--- config.mk ---
export PLATFORM = sky130hd
export DESIGN_NAME = nmea_gga_parser
export DESIGN_NICKNAME = d
export VERILOG_FILES = /design/src/rtl/nmea_gga_parser.sv
export SDC_FILE = /design/constraint.sdc
export NUM_CORES = 1
export LEC_CHECK = 0
export ABC_AREA = 1
export ABC_CLOCK_PERIOD_IN_PS = 3000
export CORE_ASPECT_RATIO = 0.5
export CORE_MARGIN = 2
export CORE_UTILIZATION = 57
export CTS_CLUSTER_DIAMETER = 150
export DETAILED_ROUTE_END_ITERATION = 8
export PLACE_DENSITY = 0.77
export SKIP_LAST_GASP = 1
export SYNTH_ARGS = -nofsm -noshare
export SYNTH_HDL_FRONTEND = slang
export SYNTH_SLANG_ARGS = --single-unit
--- constraint.sdc ---
create_clock -name clk -period 3 [get_ports clk]
set_input_delay 0.9 -clock clk [delete_from_list [all_inputs] [get_ports clk]]
set_output_delay 0.9 -clock clk [all_outputs]
set_load 0.02 [all_outputs]
--- src/rtl/nmea_gga_parser.sv ---
// nmea_gga_parser: recognises $GPGGA (or $xxGGA) sentences from a byte stream,
// verifies the XOR checksum and publishes time/position/fix fields as BCD.
module nmea_gga_parser #(
  parameter int unsigned MAX_LEN    = 82,
  parameter bit          TALKER_ANY = 1'b0
) (
  input  logic        clk,
  input  logic        rst,
  input  logic [7:0]  d_in,
  input  logic        in_valid,
  output logic [23:0] utc_bcd,
  output logic [31:0] lat_bcd,
  output logic        lat_s,
  output logic [35:0] lon_bcd,
  output logic        lon_w,
  output logic [3:0]  fix_q,
  output logic        fix_valid,
  output logic        chk_err,
  output logic        busy
);

  localparam int unsigned LEN_W = $clog2(MAX_LEN + 2);
  localparam int unsigned FLD_W = 3;
  localparam int unsigned DIG_W = 4;
  localparam int unsigned HDR_W = 3;

  localparam logic [7:0] CH_DOLLAR = 8'h24;
  localparam logic [7:0] CH_STAR   = 8'h2A;
  localparam logic [7:0] CH_COMMA  = 8'h2C;
  localparam logic [7:0] CH_DOT    = 8'h2E;
  localparam logic [7:0] CH_0      = 8'h30;
  localparam logic [7:0] CH_9      = 8'h39;
  localparam logic [7:0] CH_A      = 8'h41;
  localparam logic [7:0] CH_E      = 8'h45;
  localparam logic [7:0] CH_F      = 8'h46;
  localparam logic [7:0] CH_G      = 8'h47;
  localparam logic [7:0] CH_N      = 8'h4E;
  localparam logic [7:0] CH_P      = 8'h50;
  localparam logic [7:0] CH_S      = 8'h53;
  localparam logic [7:0] CH_W      = 8'h57;
  localparam logic [7:0] CH_Z      = 8'h5A;

  typedef enum logic [2:0] {
    ST_IDLE  = 3'd0,
    ST_HDR   = 3'd1,
    ST_FIELD = 3'd2,
    ST_CHK1  = 3'd3,
    ST_CHK2  = 3'd4
  } state_t;

  state_t           state;
  logic [LEN_W-1:0] len_cnt;
  logic [HDR_W-1:0] hdr_idx;
  logic [FLD_W-1:0] fld_idx;
  logic [DIG_W-1:0] dig_cnt;
  logic [7:0]       acc;
  logic [3:0]       chk_hi;

  logic [23:0]      utc_sh;
  logic [31:0]      lat_sh;
  logic             lat_s_sh;
  logic [35:0]      lon_sh;
  logic             lon_w_sh;
  logic [3:0]       fix_q_sh;

  logic             is_digit_c;
  logic             is_upper_c;
  logic             is_hex_c;
  logic [3:0]       hex_val_c;
  logic             len_over_c;
  logic [7:0]       hdr_char_c;
  logic             hdr_ok_c;
  logic             fld_ok_c;

  // Classification of the incoming byte
  always_comb begin
    is_digit_c = (d_in >= CH_0) && (d_in <= CH_9);
    is_upper_c = (d_in >= CH_A) && (d_in <= CH_Z);
    is_hex_c   = is_digit_c || ((d_in >= CH_A) && (d_in <= CH_F));
    hex_val_c  = is_digit_c ? d_in[3:0] : 4'(d_in[3:0] + 4'd9);
    len_over_c = (len_cnt == LEN_W'(MAX_LEN));
  end

  // Header character match and per-field character legality
  always_comb begin
    hdr_char_c = CH_COMMA;
    case (hdr_idx)
      3'd0:    hdr_char_c = CH_G;
      3'd1:    hdr_char_c = CH_P;
      3'd2:    hdr_char_c = CH_G;
      3'd3:    hdr_char_c = CH_G;
      3'd4:    hdr_char_c = CH_A;
      default: hdr_char_c = CH_COMMA;
    endcase
    hdr_ok_c = (d_in == hdr_char_c);
    if (TALKER_ANY && (hdr_idx < 3'd2)) hdr_ok_c = is_upper_c;

    fld_ok_c = 1'b1;
    case (fld_idx)
      3'd1, 3'd2, 3'd4, 3'd6: fld_ok_c = is_digit_c || (d_in == CH_DOT);
      3'd3, 3'd5:             fld_ok_c = (d_in == CH_N) || (d_in == CH_S) ||
                                         (d_in == CH_E) || (d_in == CH_W);
      default:                fld_ok_c = 1'b1;
    endcase
  end

  // busy is a pure decode of the state register
  assign busy = (state != ST_IDLE);

  // Sentence FSM, shadow capture and atomic commit
  always_ff @(posedge clk) begin
    if (rst) begin
      state     <= ST_IDLE;
      len_cnt   <= '0;
      hdr_idx   <= '0;
      fld_idx   <= '0;
      dig_cnt   <= '0;
      acc       <= '0;
      chk_hi    <= '0;
      utc_sh    <= '0;
      lat_sh    <= '0;
      lat_s_sh  <= 1'b0;
      lon_sh    <= '0;
      lon_w_sh  <= 1'b0;
      fix_q_sh  <= '0;
      utc_bcd   <= '0;
      lat_bcd   <= '0;
      lat_s     <= 1'b0;
      lon_bcd   <= '0;
      lon_w     <= 1'b0;
      fix_q     <= '0;
      fix_valid <= 1'b0;
      chk_err   <= 1'b0;
    end else begin
      fix_valid <= 1'b0;
      chk_err   <= 1'b0;
      if (in_valid) begin
        if (d_in == CH_DOLLAR) begin
          state    <= ST_HDR;
          len_cnt  <= LEN_W'(1);
          hdr_idx  <= '0;
          fld_idx  <= '0;
          dig_cnt  <= '0;
          acc      <= '0;
          utc_sh   <= '0;
          lat_sh   <= '0;
          lat_s_sh <= 1'b0;
          lon_sh   <= '0;
          lon_w_sh <= 1'b0;
          fix_q_sh <= '0;
        end else if (state != ST_IDLE) begin
          len_cnt <= len_cnt + LEN_W'(1);
          if (len_over_c) begin
            state <= ST_IDLE;
          end else begin
            case (state)
              ST_HDR: begin
                if (!hdr_ok_c) begin
                  state <= ST_IDLE;
                end else begin
                  acc <= acc ^ d_in;
                  if (hdr_idx == 3'd5) begin
                    state   <= ST_FIELD;
                    fld_idx <= FLD_W'(1);
                    dig_cnt <= '0;
                  end else begin
                    hdr_idx <= hdr_idx + 3'd1;
                  end
                end
              end
              ST_FIELD: begin
                if (d_in == CH_STAR) begin
                  state <= ST_CHK1;
                end else if (d_in == CH_COMMA) begin
                  acc     <= acc ^ d_in;
                  dig_cnt <= '0;
                  if (fld_idx != '1) fld_idx <= fld_idx + FLD_W'(1);
                end else if (!fld_ok_c) begin
                  state <= ST_IDLE;
                end else begin
                  acc <= acc ^ d_in;
                  if (fld_idx == 3'd3 && d_in == CH_S) lat_s_sh <= 1'b1;
                  if (fld_idx == 3'd5 && d_in == CH_W) lon_w_sh <= 1'b1;
                  if (is_digit_c) begin
                    if (dig_cnt != '1) dig_cnt <= dig_cnt + DIG_W'(1);
                    case (fld_idx)
                      3'd1: for (int unsigned k = 0; k < 6; k++)
                              if (dig_cnt == DIG_W'(k)) utc_sh[4*(5-k) +: 4] <= d_in[3:0];
                      3'd2: for (int unsigned k = 0; k < 8; k++)
                              if (dig_cnt == DIG_W'(k)) lat_sh[4*(7-k) +: 4] <= d_in[3:0];
                      3'd4: for (int unsigned k = 0; k < 9; k++)
                              if (dig_cnt == DIG_W'(k)) lon_sh[4*(8-k) +: 4] <= d_in[3:0];
                      3'd6: if (dig_cnt == '0) fix_q_sh <= d_in[3:0];
                      default: ;
                    endcase
                  end
                end
              end
              ST_CHK1: begin
                if (is_hex_c) begin
                  chk_hi <= hex_val_c;
                  state  <= ST_CHK2;
                end else begin
                  state <= ST_IDLE;
                end
              end
              ST_CHK2: begin
                state <= ST_IDLE;
                if (is_hex_c) begin
                  if ({chk_hi, hex_val_c} == acc) begin
                    utc_bcd   <= utc_sh;
                    lat_bcd   <= lat_sh;
                    lat_s     <= lat_s_sh;
                    lon_bcd   <= lon_sh;
                    lon_w     <= lon_w_sh;
                    fix_q     <= fix_q_sh;
                    fix_valid <= 1'b1;
                  end else begin
                    chk_err <= 1'b1;
                  end
                end
              end
              default: state <= ST_IDLE;
            endcase
          end
        end
      end
    end
  end

endmodule

---- Yosys cells after proc, flatten, opt, wreduce, memory -nomap -nowiden ----
Index checks and enable logic that the tools add are counted.
word-level totals
  register bits after elaboration ......... 230
  input bits .............................. 11
  output and inout port bits .............. 101
  word-level logic and storage cells ...... 292
cells by class
  add/subtract/negate cells ............... 5
  magnitude comparators ................... 4
  equality and inequality tests ........... 51
  mux-type cells .......................... 112
  bitwise operators ....................... 7
  reduce and logical (&&, ||, !) cells .... 72
operator list
  cell                  number
  $mux W36              9
  $mux W32              9
  $reduce_and A10 Y1    25
  $mux W24              9
  $mux W4               29
  $mux W3               23
  $mux W8               7
  $reduce_bool A2 Y1    21
  $eq A8 B6 Y1 const B  4
  $eq A8 B7 Y1 const B  4
  $pmux W7 S3           1
  $eq A3 B2 Y1 const B  6
  $eq A3 B3 Y1 const B  6
  $mux W1               18
  $ne A3 B3 Y1 const B  6
  $eq A4 B3 Y1 const B  4
  $eq A8 B8 Y1          2
  $ne A4 B4 Y1 const B  4
  $pmux W8 S2           1
  $reduce_and A8 Y1     2
  $ne A5 B5 Y1 const B  3
  $mux W7               2
  $reduce_and A7 Y1     2
  $reduce_and A6 Y1     2
  other kinds (33)      52

---- Longest topological paths before layout ----
  depth after elaboration ................. 12
  gate-level depth with buffers ........... 17
  gate-level depth less buffers ........... 15

---- Least setup slack after synthesis ----
No wires, ideal clock.
  path kind ............................... input-to-reg
  from .................................... input d_in[0]
  to ...................................... register fix_q[2]
  setup time .............................. 0.113 ns
  arrival time ............................ 2.546 ns
  data required time ...................... 2.887 ns
  setup slack ............................. 0.341 ns
  stages .................................. 16
  buffers on the path ..................... 2
  cells stage by stage .................... inv_1 > ha_1 > o21ai_2 > nand2_2 > nand2_4 > nand2_1 > nand2_1 > inv_1 > nand2_1 > nand2_1 > nor2_2 > nand3_2 > buf_2 > buf_2 > nor2_1 > nor2_1
on the way
  cells in the longest elaborated chain, start to end .. 5
  elaborated cells on any way between the ends .. 13
  classes of those cells .................. add/sub (1); order compare (4); eq/ne (2); mux (1); bitwise (1); reduce/logical (4)
ends and longest elaborated chain
  what                                          line  text
  from (decl)                                   9     input logic [7:0] d_in,
  $ge A8 B6 Y1 or $le A8 B6 Y1 (tied branches)  77    is_digit_c = (d_in >= CH_0) && (d_in <= CH_9);
  $logic_and A1 B1 Y1                           77
  $mux W4                                       80    hex_val_c = is_digit_c ? d_in[3:0] : 4'(d_in[3:0] + 4'd9);
  $eq A8 B8 Y1                                  210   if ({chk_hi, hex_val_c} == acc) begin
  $reduce_and A7 Y1 (no source line) *          n/a
  to (signal assigned)                          216   fix_q <= fix_q_sh;
  to (decl)                                     16    output logic [3:0] fix_q,
Mark *: on every way between the ends. The rest lies on a longest branch, timed or not.
A chain may end at the register's enable or synchronous reset.

---- Worst setup path after layout ----
  from .................................... input d_in[0]
  to ...................................... register lon_bcd[4]
on the way
  cells in the longest elaborated chain, start to end .. 5
  elaborated cells on any way between the ends .. 13
  classes of those cells .................. add/sub (1); order compare (4); eq/ne (2); mux (1); bitwise (1); reduce/logical (4)
ends and longest elaborated chain
  what                                          line  text
  $ge A8 B6 Y1 or $le A8 B6 Y1 (tied branches)  77
  $logic_and A1 B1 Y1                           77
  $mux W4                                       80
  $eq A8 B8 Y1                                  210
  $reduce_and A7 Y1 (no source line) *          n/a
  to (signal assigned)                          214   lon_bcd <= lon_sh;
  to (decl)                                     14    output logic [35:0] lon_bcd,
Marked as above.

==> impl_metrics.env <==
export IMPL_status="complete, no violations"
export IMPL_grt_use_total_pct=27.9
export IMPL_layoutNonFillerInstCount=2013
export IMPL_portBuffers=111
export IMPL_path_clk_slew_ps=60
export IMPL_synth_area_per_cell_um2=6.68
export IMPL_cts_max_level=1
export IMPL_placed_area_um2=12600
export IMPL_yosysTopAreaCellShare_pct=43.7
export IMPL_synthArstFlopShare_pct=0
export IMPL_core_area_um2=18300
export IMPL_initial_core_util_pct=57.7
export IMPL_holdBufCountCts=0
export IMPL_n_antenna_cell=0
export IMPL_die_y_um=100
export IMPL_yosysSeqAreaShare_pct=43.7
export IMPL_die_x_um=196
export IMPL_clk_latency_ps=500
export IMPL_post_cts_buffers=0
export IMPL_wl_per_cell_um=13.6
export IMPL_grt_max_degree=99
export IMPL_drcViolationCount=0
export IMPL_synthFlopType="dfxtp_1"
export IMPL_core_rowCount=35
export IMPL_fill_cells=1452
export IMPL_wl_met3_um=1570
export IMPL_tritoncts="built"
export IMPL_cp_max_fo=83
export IMPL_place_hpwl_um=18700
export IMPL_cp_end_kind="flop"
export IMPL_crit_required_ps=3390
export IMPL_grt_setup_unrepaired="true"
export IMPL_ir_drop_mv=0.378
export IMPL_area_growth_pct=26.6
export IMPL_synthTopCellsByArea="dfxtp_1 44%, nand2_1 17%, nor2_1 9.4%"
export IMPL_period_needed_ps=2850
export IMPL_gp_congestion=0.895
export IMPL_leakage_uw=0.00629
export IMPL_first_global_vias=9689
export IMPL_cts_buffers=21
export IMPL_vias=10200
export IMPL_dr_pass1_iters=5
export IMPL_setup_violations=0
export IMPL_cts_root_buf="clkbuf_16"
export IMPL_crit_arrival_ps=3240
export IMPL_syn_area_um2=10500
export IMPL_top_layer_used="met4"
export IMPL_grt_pass1_wl_um=45300
export IMPL_clkSinkCount=230
export IMPL_synth_distinct_cells=33
export IMPL_max_slew_margin_rel_pct=31.4
export IMPL_grt_overflow=0
export IMPL_fin_crit_sh_pct=94.9
export IMPL_viasPerCell=5.09
export IMPL_drtAntennaViolNets=0
export IMPL_synth_nets=1611
export IMPL_routed_wl_um=27300
export IMPL_fin_area_um2=13300
export IMPL_dp_cells=1975
export IMPL_worstSetupStartpointType="input pin"
export IMPL_netlist_instances=1578
export IMPL_hold_violations=0
export IMPL_yosysWarningCount=0
export IMPL_yosysTopAreaCell="dfxtp_1"
export IMPL_synth_edff_count=0
export IMPL_fmax_ghz=0.351
export IMPL_fin_skew_ps=13.1
export IMPL_maxCapViolCount=0
export IMPL_routed_wl_met2_um=12900
export IMPL_layout_drive_gt1_share_pct=11.2
export IMPL_cts_buffer_depth=3
export IMPL_hold_path_class="flop to flop"
export IMPL_p_per_area_nw_per_um2=466
export IMPL_worst_setup_path_type="input pin to flop"
export IMPL_m1WireLength_um=12400
export IMPL_ios=112
export IMPL_dr_first_iter_drc_count=799
export IMPL_ys_ff_latch=230
export IMPL_slew_violations=0
export IMPL_antenna_found_initial=0
export IMPL_die_area_um2=19700
export IMPL_final_nets=1791
export IMPL_cts_repair_resize_count=0
export IMPL_worstMarginPinSlew_ps=1030
power by group:
group	internal (uW)	total, uW	switching [uW]
clock	1570	2750	1170
sequential	3060	3070	8.05
combinational	151	402	251
total	4780	6210	1430
cell usage in the layout (no fill, tap or decap):
master | netlist | final
clkinv_1 | 1 | 1
clkinv_2 | 0 | 6
nand3_2 | 5 | 7
xnor2_1 | 8 | 8
nand2_4 | 1 | 1
nor2_1 | 264 | 259
nor3_2 | 1 | 1
nand2_1 | 483 | 482
o31ai_1 | 1 | 1
nand3_4 | 0 | 1
nand4_1 | 47 | 47
xor2_1 | 3 | 3
a21oi_1 | 124 | 124
ha_1 | 22 | 22
nand2_2 | 4 | 5
or2_2 | 1 | 1
buf_12 | 0 | 10
a21oi_4 | 1 | 1
clkbuf_1 | 39 | 2
inv_4 | 0 | 2
inv_6 | 0 | 3
o21ai_2 | 1 | 1
bufinv_16 | 0 | 2
nor2_4 | 0 | 1
a31oi_1 | 3 | 3
inv_2 | 10 | 11
clkdlybuf4s50_1 | 0 | 110
nor3_4 | 1 | 1
nor4_1 | 1 | 1
inv_1 | 182 | 179
a21oi_2 | 4 | 4
dfxtp_1 | 230 | 230
clkbuf_16 | 0 | 21
o21ai_0 | 22 | 22
nor2_2 | 4 | 8
nand3b_1 | 1 | 1
nand3_1 | 69 | 66
buf_4 | 5 | 108
clkbuf_8 | 0 | 4
nor3_1 | 13 | 13
through the flow:
stage	hold slack, ps	setup WS, ps	utilization (%)	setup TNS, ps	power [uW]
after floorplan	424	341	-	0	3340
after global placement	435	-301	69.0	-42860	3520
after detailed placement	435	-442	69.0	-57960	3530
after CTS	449	82.4	72.9	0	6240
after global routing	477	-54.1	73.1	-236	6400
final	448	154	73.1	0	6220
layout make-up:
cell class	instances	area, um^2	share of cell area, %
Multi-Input combinational cell	1084	4900	36.7
Clock buffer	27	588	4.41
Timing Repair Buffer	228	2110	15.8
Sequential cell	230	4600	34.5
Inverter	193	729	5.46
Clock inverter	11	116	0.872
Tap cell	240	300	2.25
cells in the mapped netlist (all sizes together) (3+ instances only):
master  number
nor2       268
xnor2        8
a31oi        3
dfxtp      230
ha          22
xor2         3
buf         32
a21oi      129
nand2      488
inv        192
clkbuf      39
nand4       47
nand3       74
o21ai       23
nor3        15
registers in the layout, indices dropped and copies added, names as in the netlist, 4 cells and up:
name      flops
fix_q         4
fix_q_sh      4
lon_bcd      36
dig_cnt       4
len_cnt       7
acc           8
lat_sh       32
lat_bcd      32
lon_sh       36
utc_bcd      24
chk_hi        4
utc_sh       24
worst max-delay path, cell delays in order:
cell             delay, ps
clkdlybuf4s50_1        470
inv_1                   90
ha_1                   230
o21ai_2                140
nand2_2                100
buf_4                  150
nand3_1                 80
nand2_1                 70
nand2_1                 60
nand3_1                 70
nor2_2                 180
nand3_4                160
buf_12                 230
nor2_1                 180
nor2_1                  70
final timing paths:
check	from	end	slack, ps	cells past startpoint
setup reg to reg	hdr_idx[1]	fld_idx[0]	400	14
setup / recovery	d_in[0]	lon_bcd[4]	150	15
hold reg to reg	lon_w_sh	lon_w_sh	450	2
hold / removal	lon_w_sh	lon_w_sh	450	2
logic make-up (layout without fill, tap and decap cells):
| logic type | after synthesis | count (layout) | share of synthesized area (%) |
|---|---|---|---|
| buf+inv | 264 | 459 | 10.3 |
| compound gates | 156 | 156 | 7.75 |
| xor+xnor | 11 | 11 | 0.914 |
| simple gates | 895 | 895 | 34.8 |
| flops | 230 | 230 | 43.7 |
| fa+ha+maj | 22 | 22 | 2.61 |
per-layer routing:
| metal | GRT usage [%] | vias to the layer above |
|---|---|---|
| met5 | 0 | - |
| met2 | 49.0 | 280 |
| met3 | 4.07 | 40 |
| met4 | 5.65 | 0 |
| li1 | - | 5244 |
| met1 | 37.0 | 4677 |
No activity file was read; power rests on OpenSTA's default activity.
